[src/rtl/axi_lite_pkg.sv]
// Shared definitions for the AXI4-Lite memory master: response codes,
// bridge FSM states and default widths.
package axi_lite_pkg;

    localparam int AXI_AWIDTH_DEF  = 32;
    localparam int AXI_DWIDTH_DEF  = 64;
    localparam int AXI_TIMEOUT_DEF = 1024;

    localparam logic [1:0] RESP_OKAY   = 2'b00;
    localparam logic [1:0] RESP_EXOKAY = 2'b01;
    localparam logic [1:0] RESP_SLVERR = 2'b10;
    localparam logic [1:0] RESP_DECERR = 2'b11;

    typedef enum logic [2:0] {
        ST_IDLE,
        ST_RD_ADDR,
        ST_RD_DATA,
        ST_WR_REQ,
        ST_WR_RESP,
        ST_RESP
    } state_t;

    // Only SLVERR and DECERR are reported to the core as errors.
    function automatic logic resp_is_err(input logic [1:0] resp);
        return (resp == RESP_SLVERR) || (resp == RESP_DECERR);
    endfunction

endpackage

[src/rtl/axi_lite_wr_issue.sv]
// Write-issue helper: drives AWVALID/WVALID independently and reports when
// both the address and data beats have completed their handshakes.
module axi_lite_wr_issue (
    input  logic clk,
    input  logic resetn,
    input  logic i_start,
    input  logic i_awready,
    input  logic i_wready,
    output logic o_awvalid,
    output logic o_wvalid,
    output logic o_both_done
);
    logic r_awvalid;
    logic r_wvalid;
    logic r_aw_done;
    logic r_w_done;
    logic w_aw_hs;
    logic w_w_hs;

    assign w_aw_hs = r_awvalid & i_awready;
    assign w_w_hs  = r_wvalid & i_wready;

    // NOTE: combinational so a same-cycle AW+W handshake completes immediately.
    assign o_both_done = (r_aw_done | w_aw_hs) & (r_w_done | w_w_hs);

    assign o_awvalid = r_awvalid;
    assign o_wvalid  = r_wvalid;

    always_ff @(posedge clk) begin
        if (!resetn) begin
            r_awvalid <= 1'b0;
            r_wvalid  <= 1'b0;
            r_aw_done <= 1'b0;
            r_w_done  <= 1'b0;
        end else if (i_start) begin
            r_awvalid <= 1'b1;
            r_wvalid  <= 1'b1;
            r_aw_done <= 1'b0;
            r_w_done  <= 1'b0;
        end else begin
            if (w_aw_hs) begin
                r_awvalid <= 1'b0;
                r_aw_done <= 1'b1;
            end
            if (w_w_hs) begin
                r_wvalid <= 1'b0;
                r_w_done <= 1'b1;
            end
            if (o_both_done) begin
                r_aw_done <= 1'b0;
                r_w_done  <= 1'b0;
            end
        end
    end

endmodule

[src/rtl/axi_lite_mem_master.sv]
// Single-outstanding core memory port to AXI4-Lite master bridge.
// Optional response timeout enabled by defining AXI_LITE_MASTER_TIMEOUT_EN.
module axi_lite_mem_master
    import axi_lite_pkg::*;
#(
    parameter int AWIDTH         = AXI_AWIDTH_DEF,
    parameter int DWIDTH         = AXI_DWIDTH_DEF,
    parameter int DSIZE          = DWIDTH / 8,
    parameter int TIMEOUT_CYCLES = AXI_TIMEOUT_DEF
) (
    input  logic              clk,
    input  logic              resetn,
    input  logic              req_valid,
    output logic              req_ready,
    input  logic              req_wen,
    input  logic [AWIDTH-1:0] req_addr,
    input  logic [DWIDTH-1:0] req_wdata,
    input  logic [DSIZE-1:0]  req_wmask,
    output logic              resp_valid,
    output logic [DWIDTH-1:0] resp_rdata,
    output logic              resp_err,
    output logic [AWIDTH-1:0] AWADDR,
    output logic              AWVALID,
    input  logic              AWREADY,
    output logic [DWIDTH-1:0] WDATA,
    output logic [DSIZE-1:0]  WSTRB,
    output logic              WVALID,
    input  logic              WREADY,
    input  logic [1:0]        BRESP,
    input  logic              BVALID,
    output logic              BREADY,
    output logic [AWIDTH-1:0] ARADDR,
    output logic              ARVALID,
    input  logic              ARREADY,
    input  logic [DWIDTH-1:0] RDATA,
    input  logic [1:0]        RRESP,
    input  logic              RVALID,
    output logic              RREADY
);
    state_t            r_state;
    logic [AWIDTH-1:0] r_addr;
    logic [DWIDTH-1:0] r_wdata;
    logic [DSIZE-1:0]  r_wstrb;
    logic              r_arvalid;
    logic              r_rready;
    logic              r_bready;
    logic              r_resp_valid;
    logic              r_resp_err;
    logic [DWIDTH-1:0] r_resp_rdata;
    logic              w_wr_start;
    logic              w_wr_done;

`ifdef AXI_LITE_MASTER_TIMEOUT_EN
    localparam int TO_W = (TIMEOUT_CYCLES > 1) ? $clog2(TIMEOUT_CYCLES) : 1;
    localparam logic [TO_W-1:0] TO_MAX = TO_W'(TIMEOUT_CYCLES - 1);
    logic [TO_W-1:0] r_to_cnt;
`else
    logic w_unused_timeout;
    assign w_unused_timeout = (TIMEOUT_CYCLES > 0);
`endif

    assign req_ready  = (r_state == ST_IDLE);
    assign w_wr_start = (r_state == ST_IDLE) & req_valid & req_wen;

    assign AWADDR     = r_addr;
    assign ARADDR     = r_addr;
    assign WDATA      = r_wdata;
    assign WSTRB      = r_wstrb;
    assign ARVALID    = r_arvalid;
    assign RREADY     = r_rready;
    assign BREADY     = r_bready;
    assign resp_valid = r_resp_valid;
    assign resp_err   = r_resp_err;
    assign resp_rdata = r_resp_rdata;

    axi_lite_wr_issue u_wr_issue (
        .clk         (clk),
        .resetn      (resetn),
        .i_start     (w_wr_start),
        .i_awready   (AWREADY),
        .i_wready    (WREADY),
        .o_awvalid   (AWVALID),
        .o_wvalid    (WVALID),
        .o_both_done (w_wr_done)
    );

    always_ff @(posedge clk) begin
        if (!resetn) begin
            r_state      <= ST_IDLE;
            r_addr       <= '0;
            r_wdata      <= '0;
            r_wstrb      <= '0;
            r_arvalid    <= 1'b0;
            r_rready     <= 1'b0;
            r_bready     <= 1'b0;
            r_resp_valid <= 1'b0;
            r_resp_err   <= 1'b0;
            r_resp_rdata <= '0;
`ifdef AXI_LITE_MASTER_TIMEOUT_EN
            r_to_cnt     <= '0;
`endif
        end else begin
            r_resp_valid <= 1'b0;
            case (r_state)
                ST_IDLE: if (req_valid) begin
                    r_addr  <= req_addr;
                    r_wdata <= req_wdata;
                    r_wstrb <= req_wmask;
                    if (req_wen) begin
                        r_state <= ST_WR_REQ;
                    end else begin
                        r_arvalid <= 1'b1;
                        r_state   <= ST_RD_ADDR;
                    end
                end
                ST_RD_ADDR: if (ARREADY) begin
                    r_arvalid <= 1'b0;
                    r_rready  <= 1'b1;
                    r_state   <= ST_RD_DATA;
`ifdef AXI_LITE_MASTER_TIMEOUT_EN
                    r_to_cnt  <= '0;
`endif
                end
                ST_RD_DATA: if (RVALID) begin
                    r_resp_rdata <= RDATA;
                    r_resp_err   <= resp_is_err(RRESP);
                    r_rready     <= 1'b0;
                    r_resp_valid <= 1'b1;
                    r_state      <= ST_RESP;
                end
`ifdef AXI_LITE_MASTER_TIMEOUT_EN
                else if (r_to_cnt == TO_MAX) begin
                    r_resp_rdata <= '0;
                    r_resp_err   <= 1'b1;
                    r_rready     <= 1'b0;
                    r_resp_valid <= 1'b1;
                    r_state      <= ST_IDLE;
                    $display("axi_lite_mem_master: read timeout addr=%h", r_addr);
                end else begin
                    r_to_cnt <= r_to_cnt + 1'b1;
                end
`endif
                ST_WR_REQ: if (w_wr_done) begin
                    r_bready <= 1'b1;
                    r_state  <= ST_WR_RESP;
`ifdef AXI_LITE_MASTER_TIMEOUT_EN
                    r_to_cnt <= '0;
`endif
                end
                ST_WR_RESP: if (BVALID) begin
                    r_bready     <= 1'b0;
                    r_resp_err   <= resp_is_err(BRESP);
                    r_resp_valid <= 1'b1;
                    r_state      <= ST_RESP;
                end
`ifdef AXI_LITE_MASTER_TIMEOUT_EN
                else if (r_to_cnt == TO_MAX) begin
                    r_resp_rdata <= '0;
                    r_resp_err   <= 1'b1;
                    r_bready     <= 1'b0;
                    r_resp_valid <= 1'b1;
                    r_state      <= ST_IDLE;
                    $display("axi_lite_mem_master: write timeout addr=%h", r_addr);
                end else begin
                    r_to_cnt <= r_to_cnt + 1'b1;
                end
`endif
                ST_RESP: r_state <= ST_IDLE;
                default: r_state <= ST_IDLE;
            endcase
        end
    end

endmodule

[config.mk]
export PLATFORM = sky130hd
export DESIGN_NAME = axi_lite_mem_master
export DESIGN_NICKNAME = d
export VERILOG_FILES = /design/src/rtl/axi_lite_pkg.sv /design/src/rtl/axi_lite_wr_issue.sv /design/src/rtl/axi_lite_mem_master.sv
export SDC_FILE = /design/constraint.sdc
export NUM_CORES = 1
export LEC_CHECK = 0
export CORE_ASPECT_RATIO = 0.5
export CORE_MARGIN = 2
export CORE_UTILIZATION = 39
export DETAILED_ROUTE_END_ITERATION = 16
export PLACE_DENSITY = 0.86
export SETUP_SLACK_MARGIN = 0.3
export SYNTH_ARGS = -nofsm -noshare
export SYNTH_HDL_FRONTEND = slang
export SYNTH_SLANG_ARGS = --single-unit
export TNS_END_PERCENT = 20
[constraint.sdc]
create_clock -name clk -period 2.2 [get_ports clk]
set_clock_uncertainty 0.15 [all_clocks]
set_input_delay 0.22 -clock clk [delete_from_list [all_inputs] [get_ports clk]]
set_output_delay 0.22 -clock clk [all_outputs]
set_load 0.02 [all_outputs]
==> impl_metrics.py, run 1 <==
metrics = {
    "status": {
        "outcome": "complete, no violations",
    },
    "global_routing": {
        "overflow": 0,
        "grt_pass1_vias": 6320,
        "grt_max_degree": 71,
        "antenna_found_initial": 0,
        "grt_first_pass_wirelength_um": 33670,
        "grt_use_total_pct": 22.93,
    },
    "worst_setup_path": {
        "r2r_cells": 5,
        "cp_data_arrival_time_ns": 1.49,
        "worstPathCellList": "clkdlybuf4s50_1",
        "crit_fanout": 3,
        "crit_slowest_cell": "clkdlybuf4s50_1",
        "cp_top_family": "buffers and inverters",
        "worstSetupStartpointType": "flip-flop",
        "critical_path_buf_inv_count": 1,
        "criticalPathCategory": "reg -> out",
        "reg2reg_slack_ns": 0.44,
        "worstReg2RegStart": "r_state[2]",
        "cpPeakStageDelay_ns": 0.66,
        "worstPathRequired_ns": 1.83,
        "cp-end-kind": "output port",
        "r2r-end": "ARADDR[7]",
    },
    "yosys": {
        "synth.most_common_cell": "nand2_1",
        "yosysTopAreaCellShare_pct": 51.85,
        "ys_types": 30,
        "syn_area_per_cell_um2": 8.433,
        "synth-main-ff-cell": "dfxtp_1",
        "synth_edf_count": 0,
        "async_flop_share_pct": 0,
        "synth_top_area_cell": "dfxtp_1",
        "yosys_warnings": 0,
        "syn_nets": 1005,
        "yosys-top-cells-area": "dfxtp_1 (52%), nand2_1 (19%), a21boi_0 (11%)",
        "synth_seq_area_share_pct": 51.85,
        "syn_inst": 824,
        "synth_common_cells": "nand2_1 (343), dfxtp_1 (180), a21boi_0 (101), a21boi_1 (70), buf_4 (37)",
        "synth_area_um2": 6949,
        "synth_seq_cells": 180,
    },
    "power": {
        "finalPower_mw": 10.78,
        "power.share.combinational_pct": 34.6,
        "sw_frac_of_total_pct": 33.81,
        "p_switching_mw": 3.644,
        "pwr-share-seq_pct": 37.7,
        "max-vdd-ir-drop_mv": 0.6575,
        "power_density_nw_per_um2": 944.2,
        "p_clk_share_pct": 27.7,
        "p_int_mw": 7.133,
        "leakage_nw": 4.086,
    },
    "clocking": {
        "cts_buffers": 17,
        "htreeDepth": 4,
        "root_buffer": "clkbuf_16",
        "cts_tree": "done",
        "cts.sinks": 180,
        "cts_max_path_buffers": 2,
        "post_cts_buffers": 0,
        "insertion_delay_ns": 0.42,
        "cts.reportedPaths.clkPinSlew_ns": 0.08,
    },
    "floorplan": {
        "start_util_pct": 39.94,
        "core-area_um2": 17400,
        "die_h_um": 98.39,
        "core.rowCount": 34,
        "io_pins": 389,
        "die_area_um2": 18970,
        "die_x_um": 192.8,
    },
    "cells_and_area": {
        "nFillCells": 1390,
        "antenna_cells": 0,
        "area_delta_synth_final_pct": 64.24,
        "layout.nets": 1334,
        "drive_gt1_share_pct": 4.631,
    },
    "sta": {
        "setup_viol": 0,
        "whs_ns": 0.1658,
        "post-route-period-util_pct": 84.39,
        "hold_viol": 0,
        "finalSetupTns_ns": 0,
        "rsz0062_at_grt": "false",
        "fmax_mhz": 538.6,
        "tightestPinTransition_ns": 0.5526,
        "slew_headroom_pct": 63.16,
        "final_max_slew_viol_count": 0,
        "finalCriticalPeriod_ns": 1.857,
    },
    "route": {
        "postRouteAntennaNets": 0,
        "routedWlPerCell_um": 15.82,
        "remaining_drc_errors": 0,
        "vias_per_cell": 4.724,
        "drt_iter0_drc": 315,
        "num_vias": 6614,
        "drt_first_pass_iters": 5,
        "drt_wl_total_um": 22150,
    },
    "worst_hold_path": {
        "holdPathStages": 2,
        "hold_start": "resetn",
        "holdCritPathClass": "in -> reg",
        "min_to": "r_state[2]",
    },
    "job": {
        "drv_cap": 0,
    },
    "placed_design": {
        "port_buffers": 386,
        "place_hpwl_um": 16560,
        "gp_congestion": 0.8175,
    },
}
flip-flops by register name (all words and copies together), names as in the netlist:
register,flops
WDATA,64
resp_rdata,64
ARADDR,32
WSTRB,8
r_state,3
ARVALID,1
BREADY,1
RREADY,1
resp_err,1
resp_valid,1
u_wr_issue.o_awvalid,1
u_wr_issue.o_wvalid,1
u_wr_issue.r_aw_done,1
u_wr_issue.r_w_done,1
repair_timing:
item                       4_1_cts  5_1_grt
cloned                           0        0
hold buffers                     0        0
setup endpoints to repair        1       38
resized for setup                4        2
logic make-up (layout without fill, tap and decap cells):
logic type | count (synthesis) | in the layout | share of synthesized area [%]
simple gates | 366 | 366 | 20.87
compound gates | 184 | 184 | 19.79
mux | 1 | 1 | 0.1440
buf+inv | 93 | 435 | 7.346
flops | 180 | 180 | 51.85
cell usage in the layout, fill, tap and decap left out, drive strengths merged, types with 2 or more instances in the layout:
cell type | netlist | routed
nand2b | 5 | 5
a21boi | 171 | 171
dfxtp | 180 | 180
nand3 | 2 | 2
clkinv | 0 | 5
buf | 56 | 16
clkdlybuf4s50 | 0 | 384
o211a | 2 | 2
o21ai | 3 | 3
nand2 | 343 | 343
clkbuf | 35 | 20
nor3 | 2 | 2
clkinvlp | 0 | 2
nor2 | 6 | 6
a21oi | 3 | 3
nand4bb | 2 | 2
inv | 2 | 6
nor4b | 2 | 2
how the worst max path moves through the flow:
| stage | start | endpoint | slack (ns) | cells after the start |
|---|---|---|---|---|
| 2_1_floorplan | r_state[1] | ARADDR[30] | 0.42 | 7 |
| 3_3_place_gp | req_valid | u_wr_issue.r_w_done | 0.26 | 6 |
| 3_5_place_dp | req_valid | WDATA[43] | 0.20 | 6 |
| 4_1_cts | u_wr_issue.o_awvalid | AWVALID | 0.32 | 1 |
| 5_1_grt | ARADDR[27] | ARADDR[27] | 0.31 | 1 |
| 6_report | u_wr_issue.o_awvalid | AWVALID | 0.34 | 1 |
metrics by stage:
stage	setup slack (ns)	instance area [um^2]	std cells	utilization (%)
global route	0.3057	11410	1400	65.60
CTS	0.3195	11410	1400	65.57
global placement	0.2649	10820	1368	62.19
detailed placement	0.2048	10820	1368	62.19
finish	0.3435	11410	1400	65.60
floorplan	0.4165	6949	824	-
layer usage:
layer / global-route usage [%] / wire length [um] / share of wire (%)
met4: 9.336 / 616 / 2.8
met1: 27.03 / 9179 / 41
met2: 41.25 / 11540 / 52
met5: 0 / 0 / 0
met3: 3.990 / 819 / 3.7
area by class of cell:
type | count | area [um^2] | share of cell area [%]
timing repair buffer | 401 | 4066 | 35.63
inverter | 2 | 7.507 | 0.06578
multi-input combinational | 551 | 2861 | 25.07
tap | 234 | 292.8 | 2.565
clock buffer | 20 | 456.7 | 4.001
sequential | 180 | 3605 | 31.58
clock inverter | 12 | 123.9 | 1.085
power groups by stage:
stage	clock network, mW	registers [mW]	logic (mW)
5_1_grt	3.21	4.12	4.01
6_report	2.98	4.06	3.73
3_5_place_dp	0	4.12	3.73
3_3_place_gp	0	4.09	3.66
2_1_floorplan	0	4.61	1.45
4_1_cts	3.07	4.06	3.75
No activity file was read; power rests on OpenSTA's default activity.
==> run 2: changes to the inputs <==
--- a/config.mk
+++ b/config.mk
@@ -7,9 +7,9 @@
 export LEC_CHECK = 0
 export CORE_ASPECT_RATIO = 0.5
 export CORE_MARGIN = 2
-export CORE_UTILIZATION = 39
+export CORE_UTILIZATION = 35
 export DETAILED_ROUTE_END_ITERATION = 16
-export PLACE_DENSITY = 0.86
+export PLACE_DENSITY = 0.82
 export SETUP_SLACK_MARGIN = 0.3
 export SYNTH_ARGS = -nofsm -noshare
 export SYNTH_HDL_FRONTEND = slang
==> constraint.sdc (replaced) <==
create_clock -name clk -period 1.7 [get_ports clk]
set_clock_uncertainty 0.15 [all_clocks]
set_input_delay 0.17 -clock clk [delete_from_list [all_inputs] [get_ports clk]]
set_output_delay 0.17 -clock clk [all_outputs]
set_load 0.02 [all_outputs]
==> run 2 against run 1 <==
- highest routed layer unchanged
- routed wire length increased by 9.0%
- non-clock buffer count increased by 18
- largest cell class unchanged
- global-route usage decreased by 0.54 points
- hold slack got worse by 0.033 ns
- critical endpoint is now RREADY
- design area decreased by 0.44%
- final cell count increased by 3.6%
- register-to-register slack got worse by 0.25 ns
- power increased by 30%
==> impl_metrics.py, run 2 (synthesis results as in run 1) <==
metrics = {
    "status": {
        "outcome": "complete, no violations",
    },
    "worst_setup_path": {
        "crit_slowest_cell": "dfxtp_4",
        "reg2reg_slack_ns": 0.19,
        "cp_data_arrival_time_ns": 1.69,
        "cpPeakStageDelay_ns": 0.39,
        "r2r_cells": 5,
        "r2r-end": "RREADY",
        "worstPathCellList": "buf_4, nand4bb_4, buf_4, nand2_1, a21boi_0",
        "worstReg2RegStart": "r_state[2]",
        "worstPathRequired_ns": 1.88,
        "crit_fanout": 14,
        "worstSetupStartpointType": "flip-flop",
        "crit_path_start": "r_state[2]",
        "cp-end-kind": "flip-flop",
        "criticalPathCategory": "reg -> reg",
        "worst_path_most_repeated_cell": "buf_4",
        "critPathCapture": "RREADY",
    },
    "global_routing": {
        "busiest_layer": "met2",
        "grt_pass1_vias": 6790,
        "antenna_found_initial": 0,
        "overflow": 0,
        "grt_use_met1_pct": 25.74,
        "grt_first_pass_wirelength_um": 36830,
        "met2_usage_pct": 39.86,
        "grt_max_degree": 60,
        "grt_use_total_pct": 22.39,
        "grt_util_met3_pct": 4.720,
    },
    "cells_and_area": {
        "multi_input_area_um2": 2890,
        "layout.nets": 1352,
        "final_common_cell": "nand2_1",
        "antenna_cells": 0,
        "area_delta_synth_final_pct": 63.52,
        "final_cells": 1450,
        "layout_common_cells": "nand2_1 (341), clkdlybuf4s50_1 (177), dfxtp_1 (173)",
        "regArea_um2": 3615,
        "fin_util_pct": 58.40,
        "drive_gt1_share_pct": 13.26,
        "fin_area_um2": 11360,
        "nFillCells": 1733,
    },
    "placed_design": {
        "placed_area_um2": 11000,
        "port_buffers": 386,
        "post-place-cells": 1409,
        "place_hpwl_um": 17420,
        "gp_congestion": 0.9253,
        "post-place-ws_ns": -0.06506,
    },
    "sta": {
        "finalCriticalPeriod_ns": 1.511,
        "whs_ns": 0.1329,
        "slew_headroom_pct": 67.08,
        "rsz0062_at_grt": "true",
        "post-route-period-util_pct": 88.91,
        "final_max_slew_viol_count": 0,
        "setup_ws_ns": 0.1885,
        "setup_viol": 0,
        "hold_viol": 0,
        "fmax_mhz": 661.6,
        "tightestPinTransition_ns": 0.4869,
    },
    "power": {
        "power_density_nw_per_um2": 1230,
        "p_int_mw": 8.986,
        "sw_frac_of_total_pct": 35.70,
        "leakage_nw": 4.954,
        "max-vdd-ir-drop_mv": 0.7157,
        "power.share.combinational_pct": 34.3,
        "p_switching_mw": 4.990,
        "p_clk_share_pct": 28.2,
        "pwr-share-seq_pct": 37.5,
    },
    "floorplan": {
        "die_h_um": 103.6,
        "start_util_pct": 35.71,
        "core.rowCount": 36,
        "die_area_um2": 21070,
        "die_x_um": 203.3,
        "io_pins": 389,
        "core-area_um2": 19460,
    },
    "clocking": {
        "cts_max_path_buffers": 2,
        "insertion_delay_ns": 0.43,
        "root_buffer": "clkbuf_16",
        "htreeDepth": 4,
        "cts_buffers": 17,
        "cts_tree": "done",
        "cts.sinks": 180,
        "cts.reportedPaths.clkPinSlew_ns": 0.08,
    },
    "route": {
        "remaining_drc_errors": 0,
        "drt_first_pass_iters": 5,
        "vias_per_cell": 4.662,
        "num_vias": 6760,
        "drt_iter0_drc": 379,
        "postRouteAntennaNets": 0,
        "drt_wl_total_um": 24140,
        "routedWlPerCell_um": 16.65,
    },
    "job": {
        "drv_cap": 0,
    },
    "worst_hold_path": {
        "holdCritPathClass": "in -> reg",
    },
}
==> run 2: cell count changes in the layout (fill, tap and decap cells not counted), sizes merged <==
| cell | before | now |
|---|---|---|
| inv | 6 | 9 |
| clkbuf | 20 | 21 |
| dlygate4sd3 | 0 | 1 |
| clkinv | 5 | 4 |
| dlygate4sd2 | 0 | 132 |
| buf | 16 | 89 |
| clkdlybuf4s50 | 384 | 177 |
| clkdlybuf4s15 | 1 | 17 |
==> run 2: critical path, delay by kind of cell (launching register included) <==
family / cells / cell delay (ns)
AOI/OAI and AO/OA: 1 / 0.23
buffers and inverters: 2 / 0.39
DFF: 1 / 0.39
and+or+nand+nor: 2 / 0.26
==> run 2: through the flow <==
step              TNS, ns  total power, mW
3_3_place_gp   -0.0003588            10.22
4_1_cts                 0            13.96
6_report                0            13.98
5_1_grt                 0            14.66
3_5_place_dp       -1.280            10.37
2_1_floorplan           0            7.951
==> run 2: power by group through the flow <==
stage               combinational [mW]  clock, mW  sequential (mW)
finish                            4.79       3.94             5.24
global route                      5.13       4.22             5.31
CTS                               4.69       4.03             5.24
detailed placement                5.03          0             5.34
global placement                  4.91          0             5.31
floorplan                         1.98          0             5.98
==> run 2: worst min-delay path by stage <==
stage,depth (start not counted),endpoint,slack (ns),start
final,3,resp_rdata[27],0.13,RDATA[27]
after global routing,3,resp_rdata[28],0.12,RDATA[28]
after CTS,3,resp_rdata[28],0.11,RDATA[28]
after detailed placement,2,WDATA[8],0.29,WDATA[8]
after global placement,2,WDATA[8],0.29,WDATA[8]
after floorplan,2,resp_rdata[20],0.15,RDATA[20]
==> run 2: final cells by class <==
class | count | area share [%]
inverters | 2 | 0.06606
clock inverters | 14 | 1.244
multi-input cells | 551 | 25.43
flip-flops and latches | 180 | 31.81
well taps | 266 | 2.929
clock buffers | 18 | 3.865
repair buffers | 419 | 34.65
==> run 2: metal layers <==
metal  part of all wire (%)  vias up
met2                     52      191
met1                     41     3200
met5                      0        -
met4                    3.6        0
met3                    4.1       60
li1                       -     3309
==> run 2: timing repair <==
| item | CTS | global route |
|---|---|---|
| buffers inserted | 2 | 1 |
| gates resized for setup | 436 | 26 |
| pin swaps | 1 | 2 |
| setup endpoints to repair | 384 | 324 |
| cloned | 2 | 3 |
| hold endpoints to repair | 6 | 0 |
| hold buffers | 1 | 0 |
==> run 3: changes to the inputs <==
--- a/config.mk
+++ b/config.mk
@@ -8,6 +8,7 @@
 export CORE_ASPECT_RATIO = 0.5
 export CORE_MARGIN = 2
 export CORE_UTILIZATION = 35
+export CTS_CLUSTER_DIAMETER = 100
 export DETAILED_ROUTE_END_ITERATION = 16
 export PLACE_DENSITY = 0.82
 export SETUP_SLACK_MARGIN = 0.3
==> results of run 3 <==
Final layout, timing and power as in run 2 (identical DEF).
